$ cat src/rtl/sram_arbiter.sv
// sram_arbiter: shares one 16-bit SRAM between fetch and data ports, 32-bit words as two halfword cycles.
// Define SRAM_ARB_ROUND_ROBIN_EN for alternating priority; otherwise the data port has fixed priority.
module sram_arbiter #(
    parameter int ACCESS_CYCLES = 2
) (
    input  logic        clock,
    input  logic        reset,
    input  logic        if_mc_en,
    input  logic [17:0] if_mc_addr,
    output logic [31:0] mc_if_data,
    output logic        mc_if_ack,
    input  logic        mem_mc_en,
    input  logic        mem_mc_rw,
    input  logic [17:0] mem_mc_addr,
    input  logic [31:0] mem_mc_wdata,
    output logic [31:0] mc_mem_rdata,
    output logic        mc_mem_ack,
    output logic [17:0] mc_ram_addr,
    output logic        mc_ram_we_n,
    output logic [15:0] mc_ram_dq_out,
    output logic        mc_ram_dq_oe,
    input  logic [15:0] mc_ram_dq_in
);
    localparam int CW = $clog2(ACCESS_CYCLES);
    localparam logic [CW-1:0] LAST = CW'(ACCESS_CYCLES - 1);

    typedef enum logic [2:0] {IDLE, RD_LO, RD_HI, WR_LO, WR_HI, DONE} state_t;

    state_t        state, next_state;
    logic [CW-1:0] cnt, next_cnt;
    logic [15:0]   word_q, next_word;
    logic [31:0]   wdata_q, next_wdata;
    logic [15:0]   lo_q;
    logic          own_mem;
    logic          grant_mem, grant_if;
    logic          last, wr_next, hi_next, acc_next;
    logic          unused_addr_lsbs;

    assign unused_addr_lsbs = ^{if_mc_addr[1:0], mem_mc_addr[1:0]};

`ifdef SRAM_ARB_ROUND_ROBIN_EN
    logic ptr_mem;

    always_comb begin
        grant_mem = 1'b0;
        grant_if  = 1'b0;
        if (mem_mc_en && (ptr_mem || !if_mc_en))
            grant_mem = 1'b1;
        else if (if_mc_en)
            grant_if = 1'b1;
    end
`else
    always_comb begin
        grant_mem = 1'b0;
        grant_if  = 1'b0;
        if (mem_mc_en)
            grant_mem = 1'b1;
        else if (if_mc_en)
            grant_if = 1'b1;
    end
`endif

    assign last = (cnt == LAST);

    always_comb begin
        next_state = state;
        next_cnt   = cnt;
        next_word  = word_q;
        next_wdata = wdata_q;
        case (state)
            IDLE: begin
                next_cnt = '0;
                if (grant_mem) begin
                    next_state = mem_mc_rw ? WR_LO : RD_LO;
                    next_word  = mem_mc_addr[17:2];
                    next_wdata = mem_mc_wdata;
                end else if (grant_if) begin
                    next_state = RD_LO;
                    next_word  = if_mc_addr[17:2];
                end
            end
            RD_LO, RD_HI, WR_LO, WR_HI: begin
                next_cnt = cnt + 1'b1;
                if (last) begin
                    next_cnt = '0;
                    if (state == RD_LO)
                        next_state = RD_HI;
                    else if (state == WR_LO)
                        next_state = WR_HI;
                    else
                        next_state = DONE;
                end
            end
            default: next_state = IDLE;
        endcase
    end

    assign wr_next  = (next_state == WR_LO) || (next_state == WR_HI);
    assign hi_next  = (next_state == RD_HI) || (next_state == WR_HI);
    assign acc_next = wr_next || (next_state == RD_LO) || (next_state == RD_HI);

    always_ff @(posedge clock or negedge reset) begin
        if (!reset) begin
            state         <= IDLE;
            cnt           <= '0;
            word_q        <= '0;
            wdata_q       <= '0;
            lo_q          <= '0;
            own_mem       <= 1'b0;
            mc_ram_addr   <= '0;
            mc_ram_we_n   <= 1'b1;
            mc_ram_dq_oe  <= 1'b0;
            mc_ram_dq_out <= '0;
            mc_if_ack     <= 1'b0;
            mc_mem_ack    <= 1'b0;
            mc_if_data    <= '0;
            mc_mem_rdata  <= '0;
`ifdef SRAM_ARB_ROUND_ROBIN_EN
            ptr_mem       <= 1'b1;
`endif
        end else begin
            state   <= next_state;
            cnt     <= next_cnt;
            word_q  <= next_word;
            wdata_q <= next_wdata;
            if (state == IDLE)
                own_mem <= grant_mem;
            if (acc_next)
                mc_ram_addr <= {1'b0, next_word, hi_next};
            // last cycle of each write half is a hold cycle with we_n released
            mc_ram_we_n   <= !(wr_next && (next_cnt != LAST));
            mc_ram_dq_oe  <= wr_next;
            mc_ram_dq_out <= !wr_next ? 16'h0 :
                             hi_next ? next_wdata[31:16] : next_wdata[15:0];
            mc_if_ack  <= (next_state == DONE) && !own_mem;
            mc_mem_ack <= (next_state == DONE) && own_mem;
            if (last && state == RD_LO)
                lo_q <= mc_ram_dq_in;
            if (last && state == RD_HI) begin
                if (own_mem)
                    mc_mem_rdata <= {mc_ram_dq_in, lo_q};
                else
                    mc_if_data <= {mc_ram_dq_in, lo_q};
            end
`ifdef SRAM_ARB_ROUND_ROBIN_EN
            if (state == IDLE && (grant_mem || grant_if))
                ptr_mem <= !grant_mem;
`endif
        end
    end
endmodule

$ cat config.mk
export PLATFORM = sky130hd
export DESIGN_NAME = sram_arbiter
export DESIGN_NICKNAME = d
export VERILOG_FILES = /design/src/rtl/sram_arbiter.sv
export SDC_FILE = /design/constraint.sdc
export NUM_CORES = 1
export LEC_CHECK = 0
export CAP_MARGIN = 25
export CELL_PAD_IN_SITES_DETAIL_PLACEMENT = 1
export CELL_PAD_IN_SITES_GLOBAL_PLACEMENT = 2
export CORE_MARGIN = 1
export CORE_UTILIZATION = 23
export CTS_CLUSTER_SIZE = 8
export DETAILED_ROUTE_END_ITERATION = 7
export PLACE_DENSITY_LB_ADDON = 0.1
export SLEW_MARGIN = 25
export SYNTH_ARGS = -nofsm -noshare
export SYNTH_HDL_FRONTEND = slang
export SYNTH_SLANG_ARGS = --single-unit
$ cat constraint.sdc
create_clock -name clock -period 3.9 [get_ports clock]
set_clock_uncertainty 0.05 [all_clocks]
set_input_delay 0.585 -clock clock [delete_from_list [all_inputs] [get_ports clock]]
set_output_delay 0.585 -clock clock [all_outputs]
set_load 0.01 [all_outputs]
==> results.py, run 1 <==
metrics = {
    "outcome": {
        "status": "finished clean",
    },
    "grt": {
        "grtUsageTotal_pct": 12.87,
        "grt_max_degree": 79,
        "grt_pass1_wl_mm": 29.91,
        "overflow": 0,
        "antenna_found_initial": 0,
        "grt_pass1_vias": 5137,
    },
    "sta": {
        "fmax_mhz": 414.2,
        "max-slew-margin-rel_pct": 41.15,
        "tightest_slew_ps": 882.7,
        "fin_crit_sh_pct": 61.91,
        "fin_tns_setup_ps": 0,
        "grt_setup_unrepaired": "false",
        "hold_viol": 0,
        "setup_viol": 0,
        "fin_crit_ps": 2414,
        "final_max_slew_viol_count": 0,
    },
    "clocking": {
        "ctsResizeCount": 0,
        "insertion_delay_ps": 420,
        "cts_buffers": 17,
        "cts_max_path_buffers": 2,
        "cts_setup_buffers": 0,
        "clkTransAtPathRegs_ps": 70,
        "hold_buffers": 0,
        "clkSinkCount": 170,
        "cts_tree": "built",
        "htreeDepth": 4,
        "root_buffer": "clkbuf_16",
    },
    "cells_and_area": {
        "diodes": 0,
        "final_area_um2": 9632,
        "layout-drive-gt1-share_pct": 27.67,
        "final_nets": 723,
        "area_delta_synth_final_pct": 42.53,
    },
    "critical_path": {
        "cp.required_ps": 4150,
        "reg2reg_to": "mc_ram_dq_out[1]",
        "r2r_cells": 5,
        "critPathKind": "in2reg",
        "crit_path_top_delay_cell": "clkdlybuf4s50_1",
        "crit_chain": "clkdlybuf4s50_1, nor4b_4, buf_4, mux2_2, nand2_1, a21boi_0",
        "crit_path_end": "mc_ram_dq_out[1]",
        "r2r_start": "state[0]",
        "cp-start-kind": "input pin",
        "rrSetupSlack_ps": 1560,
        "arrival_ps": 2660,
        "crit_fanout": 48,
        "critPathCaptureType": "flip-flop",
        "critPathLaunch": "mem_mc_en",
        "cpPeakStageDelay_ps": 650,
    },
    "detailed_routing": {
        "vias_per_cell": 4.245,
        "routed_wirelength_mm": 18.18,
        "route.detailed.wl_per_inst_um": 17.64,
        "vias": 4377,
        "drt_pre_antenna_iters": 4,
        "drt-initial-drc-count": 158,
        "drtAntennaViolNets": 0,
        "drc": 0,
    },
    "synth": {
        "synth-edff-count": 0,
        "ys_types": 42,
        "async_reset_ff_share_pct": 100.0,
        "synth_fp_nets": 536,
        "synth_area_um2": 6758,
        "yosys_register_bits": 170,
        "ys.warnings.count": 0,
        "synthFlopType": "dfrtp_1",
        "syn-instance-count": 447,
        "ys_seq_area_share_pct": 62.97,
        "synth.avg_cell_area_um2": 15.12,
    },
    "place": {
        "post_dp_cell_area_um2": 9022,
        "io_buffers": 185,
        "globalplace.congestion": 0.6909,
        "dp_hpwl_mm": 11.58,
    },
    "power": {
        "p_sw_mw": 2.683,
        "power_frac_comb_pct": 41.1,
        "p_leak_nw": 4.080,
        "clock_power_share_pct": 21.6,
        "swShare_pct": 32.58,
        "p_seq_share_pct": 37.4,
        "power_density_nw_per_um2": 855.2,
        "p_int_mw": 5.554,
        "irDropWorstVdd_mv": 0.2790,
    },
    "run": {
        "drv_cap": 0,
    },
    "die": {
        "die_h_um": 173.4,
        "start_util_pct": 23.48,
        "boundaryPins": 191,
        "fp.coreArea_um2": 28780,
        "fp.dieW_um": 173.4,
        "rows": 62,
        "die_area_um2": 30070,
    },
    "min_path": {
        "holdCritPathClass": "in2async",
    },
}
## cell usage after synthesis, types with 2 or more instances
library cell	number	share of area, %
nor2_1	5	0.28
a21boi_1	11	1.2
buf_2	14	1.0
a21o_1	2	0.22
clkbuf_1	3	0.17
and3_1	16	1.5
nand2b_1	3	0.28
o21ai_0	2	0.15
mux2_2	119	20
a21boi_0	5	0.56
a22o_1	2	0.26
a221o_1	16	2.4
buf_4	6	0.67
dfrtp_1	169	63
buf_6	2	0.33
nor2b_1	2	0.19
nand2_1	36	2.0
mux2_4	9	2.0
nor3_1	2	0.15
## kinds of logic after synthesis
group	count (synthesis)	synth area share (%)
simple gates	73	6.166
xor+xnor	1	0.1296
compound gates	45	6.055
flops	170	62.97
mux	130	22.14
other cells	1	0.05549
buf+inv	27	2.481
## per-stage QoR
step	utilization, %	setup slack (ps)	hold slack (ps)	power (mW)	cells
detailed placement	31.35	1044	414.9	6.569	999
finish	33.47	1486	138.5	8.237	1031
floorplan	-	2026	239.4	4.946	447
global placement	31.35	1078	409.5	6.461	999
CTS	33.46	1484	171.3	8.418	1031
global route	33.47	1250	176.1	8.831	1031
## metal layers
| layer | vias to the layer above | global-route usage [%] | part of all wire [%] |
|---|---|---|---|
| li1 | 1964 | - | - |
| met1 | 2279 | 15.81 | 43 |
| met2 | 122 | 21.22 | 49 |
| met3 | 12 | 4.759 | 7.0 |
| met4 | 0 | 3.319 | 0.98 |
| met5 | - | 0 | 0 |
## how the worst min path moves through the flow
stage | start | endpoint | slack, ps
after floorplan | reset | cnt | 240
after global placement | mc_ram_addr[0] | mc_ram_addr[0] | 410
after detailed placement | mc_ram_addr[0] | mc_ram_addr[0] | 410
after CTS | reset | mc_ram_addr[10] | 170
after global routing | reset | mc_ram_addr[9] | 180
final | reset | mc_ram_addr[9] | 140
## area by class of cell
type,count,area [um^2]
Timing Repair Buffer,194,1933
Clock inverter,14,177.7
Inverter,1,3.754
Multi-Input combinational cell,250,2352
Sequential cell,170,4255
Clock buffer,18,429.2
Fill cell,3007,19150
Tap cell,384,480.5
## flip-flops by register name (all words and copies together), names as in the netlist
signal         flops
mc_if_data        32
wdata_q           32
word_q            16
mc_ram_dq_oe       1
mc_ram_addr       17
own_mem            1
mc_ram_we_n        1
mc_mem_ack         1
lo_q              16
state              3
mc_if_ack          1
cnt                1
mc_mem_rdata      32
mc_ram_dq_out     16
## placed cells by master (no fill, tap or decap), types with 5 or more instances in the layout
| cell | instances |
|---|---|
| mux2_2 | 119 |
| clkbuf_16 | 17 |
| buf_4 | 8 |
| and3_1 | 16 |
| clkdlybuf4s50_1 | 184 |
| a21boi_0 | 5 |
| nor2_1 | 5 |
| nand2_1 | 36 |
| dfrtp_1 | 169 |
| mux2_4 | 9 |
| a21boi_1 | 11 |
| a221o_1 | 16 |
## power by group through the flow
stage                     logic, mW  clock network, mW  registers [mW]
final                          3.38               1.78            3.08
after global routing           3.70               1.92            3.21
after CTS                      3.47               1.85            3.10
after detailed placement       3.44                  0            3.12
after global placement         3.40                  0            3.06
after floorplan                1.75                  0            3.20
## critical path: cells and delay by family
kind                   cells  cell delay, ps
buffers and inverters      2            1240
multiplexers               1             420
AND/OR/NAND/NOR            2             310
AO/OA/AOI/OAI              1              90
Power figures use the tool's default switching activity.
==> run 2, diff against run 1 <==
==> constraint.sdc (replaced) <==
create_clock -name clock -period 2.17 [get_ports clock]
set_clock_uncertainty 0.05 [all_clocks]
set_input_delay 0.3255 -clock clock [delete_from_list [all_inputs] [get_ports clock]]
set_output_delay 0.3255 -clock clock [all_outputs]
set_load 0.01 [all_outputs]
==> results.py, run 2 (synthesis gave the netlist of run 1 again) <==
metrics = {
    "clocking": {
        "cts_buffers": 17,
        "cts_max_path_buffers": 2,
        "cts_setup_buffers": 0,
        "clkTransAtPathRegs_ps": 70,
        "cts_tree": "built",
        "ctsResizeCount": 0,
        "htreeDepth": 4,
        "clkSinkCount": 170,
        "root_buffer": "clkbuf_16",
        "insertion_delay_ps": 420,
    },
    "place": {
        "post_dp_cell_area_um2": 9243,
        "globalplace.congestion": 0.6878,
        "io_buffers": 185,
        "place_inst": 1015,
        "pre_cts_slack_ps": -230.8,
        "dp_hpwl_mm": 12.17,
    },
    "cells_and_area": {
        "layout_commonest_cell": "clkdlybuf4s50_1",
        "diodes": 0,
        "final_core_util_pct": 34.17,
        "layout-drive-gt1-share_pct": 29.41,
        "n_fill_cell": 3037,
        "multi_input_comb_area_um2": 2352,
        "top_regs": "mc_if_data: 32 flops, mc_mem_rdata: 32 flops, wdata_q: 32 flops",
        "seq_area_um2": 4255,
        "final_cells": 1047,
        "area_delta_synth_final_pct": 45.51,
        "most-common-layout-cells": "clkdlybuf4s50_1, dfrtp_1, mux2_2",
        "final_nets": 740,
        "final_area_um2": 9833,
    },
    "grt": {
        "grtUsageTotal_pct": 13.16,
        "grt_max_degree": 52,
        "met2_usage_pct": 21.23,
        "grt_pass1_vias": 5213,
        "grt-busiest-layer": "met2",
        "antenna_found_initial": 0,
        "use_met1_pct": 16.59,
        "use_met3_pct": 4.561,
        "grt_pass1_wl_mm": 30.75,
        "overflow": 0,
    },
    "critical_path": {
        "cp.required_ps": 2420,
        "crit_cells": 5,
        "crit_chain": "nor4b_4, buf_12, mux2_2, nand2_1, a21boi_0",
        "critPathCaptureType": "flip-flop",
        "crit_fanout": 40,
        "arrival_ps": 2210,
        "cp-start-kind": "flip-flop",
        "cp.buffers_inverters": 1,
        "crit_path_top_delay_cell": "dfrtp_1",
        "r2r_cells": 5,
        "critPathKind": "reg2reg",
        "cp_top_family": "flip-flops",
        "cpPeakStageDelay_ps": 540,
    },
    "sta": {
        "fmax_mhz": 509.0,
        "fin_tns_setup_ps": 0,
        "fin_crit_sh_pct": 90.54,
        "tightest_slew_ps": 832.7,
        "max-slew-margin-rel_pct": 44.48,
        "worst_slack_ps": 205.2,
        "fin_hold_ws_ps": 343.6,
        "hold_viol": 0,
        "setup_viol": 0,
        "grt_setup_unrepaired": "false",
        "final_max_slew_viol_count": 0,
        "fin_crit_ps": 1965,
    },
    "power": {
        "irDropWorstVdd_mv": 0.4612,
        "power_density_nw_per_um2": 1520,
        "p_leak_nw": 4.196,
        "p_total_mw": 14.95,
    },
    "detailed_routing": {
        "drc": 0,
        "route.detailed.wl_per_inst_um": 17.76,
        "vias": 4439,
        "routed_wirelength_mm": 18.60,
        "drtAntennaViolNets": 0,
        "drt-initial-drc-count": 129,
        "vias_per_cell": 4.240,
        "drt_pre_antenna_iters": 4,
    },
    "die": {
        "die_area_um2": 30070,
        "rows": 62,
        "die_h_um": 173.4,
        "start_util_pct": 23.48,
        "boundaryPins": 191,
        "fp.dieW_um": 173.4,
        "fp.coreArea_um2": 28780,
    },
    "min_path": {
        "holdCritPathClass": "in2async",
    },
    "run": {
        "drv_cap": 0,
    },
    "outcome": {
        "status": "finished clean",
    },
}
run 2: cell count changes in the layout (fill, tap and decap cells not counted), sizes merged:
cell,change
dlygate4sd3,+1
clkbuf,-1
bufinv,-2
clkinv,+7
inv,-1
buf,+16
clkinvlp,-4
run 2: power by group:
| group | leakage (nW) | switching, mW | internal [mW] |
|---|---|---|---|
| Sequential | 2.10 | 0.790 | 4.70 |
| Combinational | 1.82 | 2.64 | 3.80 |
| Clock | 0.284 | 1.48 | 1.54 |
run 2: cell type report:
type / instances / area share (%)
clock inverter: 14 / 1.552
timing repair buffer: 211 / 22.00
multi-input combinational: 250 / 23.92
clock buffer: 17 / 4.326
tap: 384 / 4.886
sequential: 170 / 43.28
inverter: 1 / 0.03817
run 2: layer usage:
| metal | share of wire (%) | up-vias |
|---|---|---|
| met5 | 0 | - |
| met4 | 1.2 | 0 |
| met3 | 6.9 | 10 |
| met2 | 48 | 128 |
| met1 | 44 | 2300 |
| li1 | - | 2001 |
run 2: timing repair:
item                                   in CTS  in global routing
setup endpoints to repair                   0                  0
hold buffers                                1                  0
endpoints found under the hold margin      39                  0
run 2: path summary, 6_finish.rpt:
path / endpoint / slack [ps] / from
hold / removal: mc_ram_addr[9] / 340 / reset
setup reg to reg: mc_ram_dq_out[4] / 210 / state[0]
setup / recovery: mc_ram_dq_out[4] / 210 / state[0]
min in group clock: mc_ram_addr[0] / 440 / mc_ram_addr[0]
max in group asynchronous: mc_if_data[5] / 980 / reset
hold reg to reg: mc_ram_addr[0] / 440 / mc_ram_addr[0]
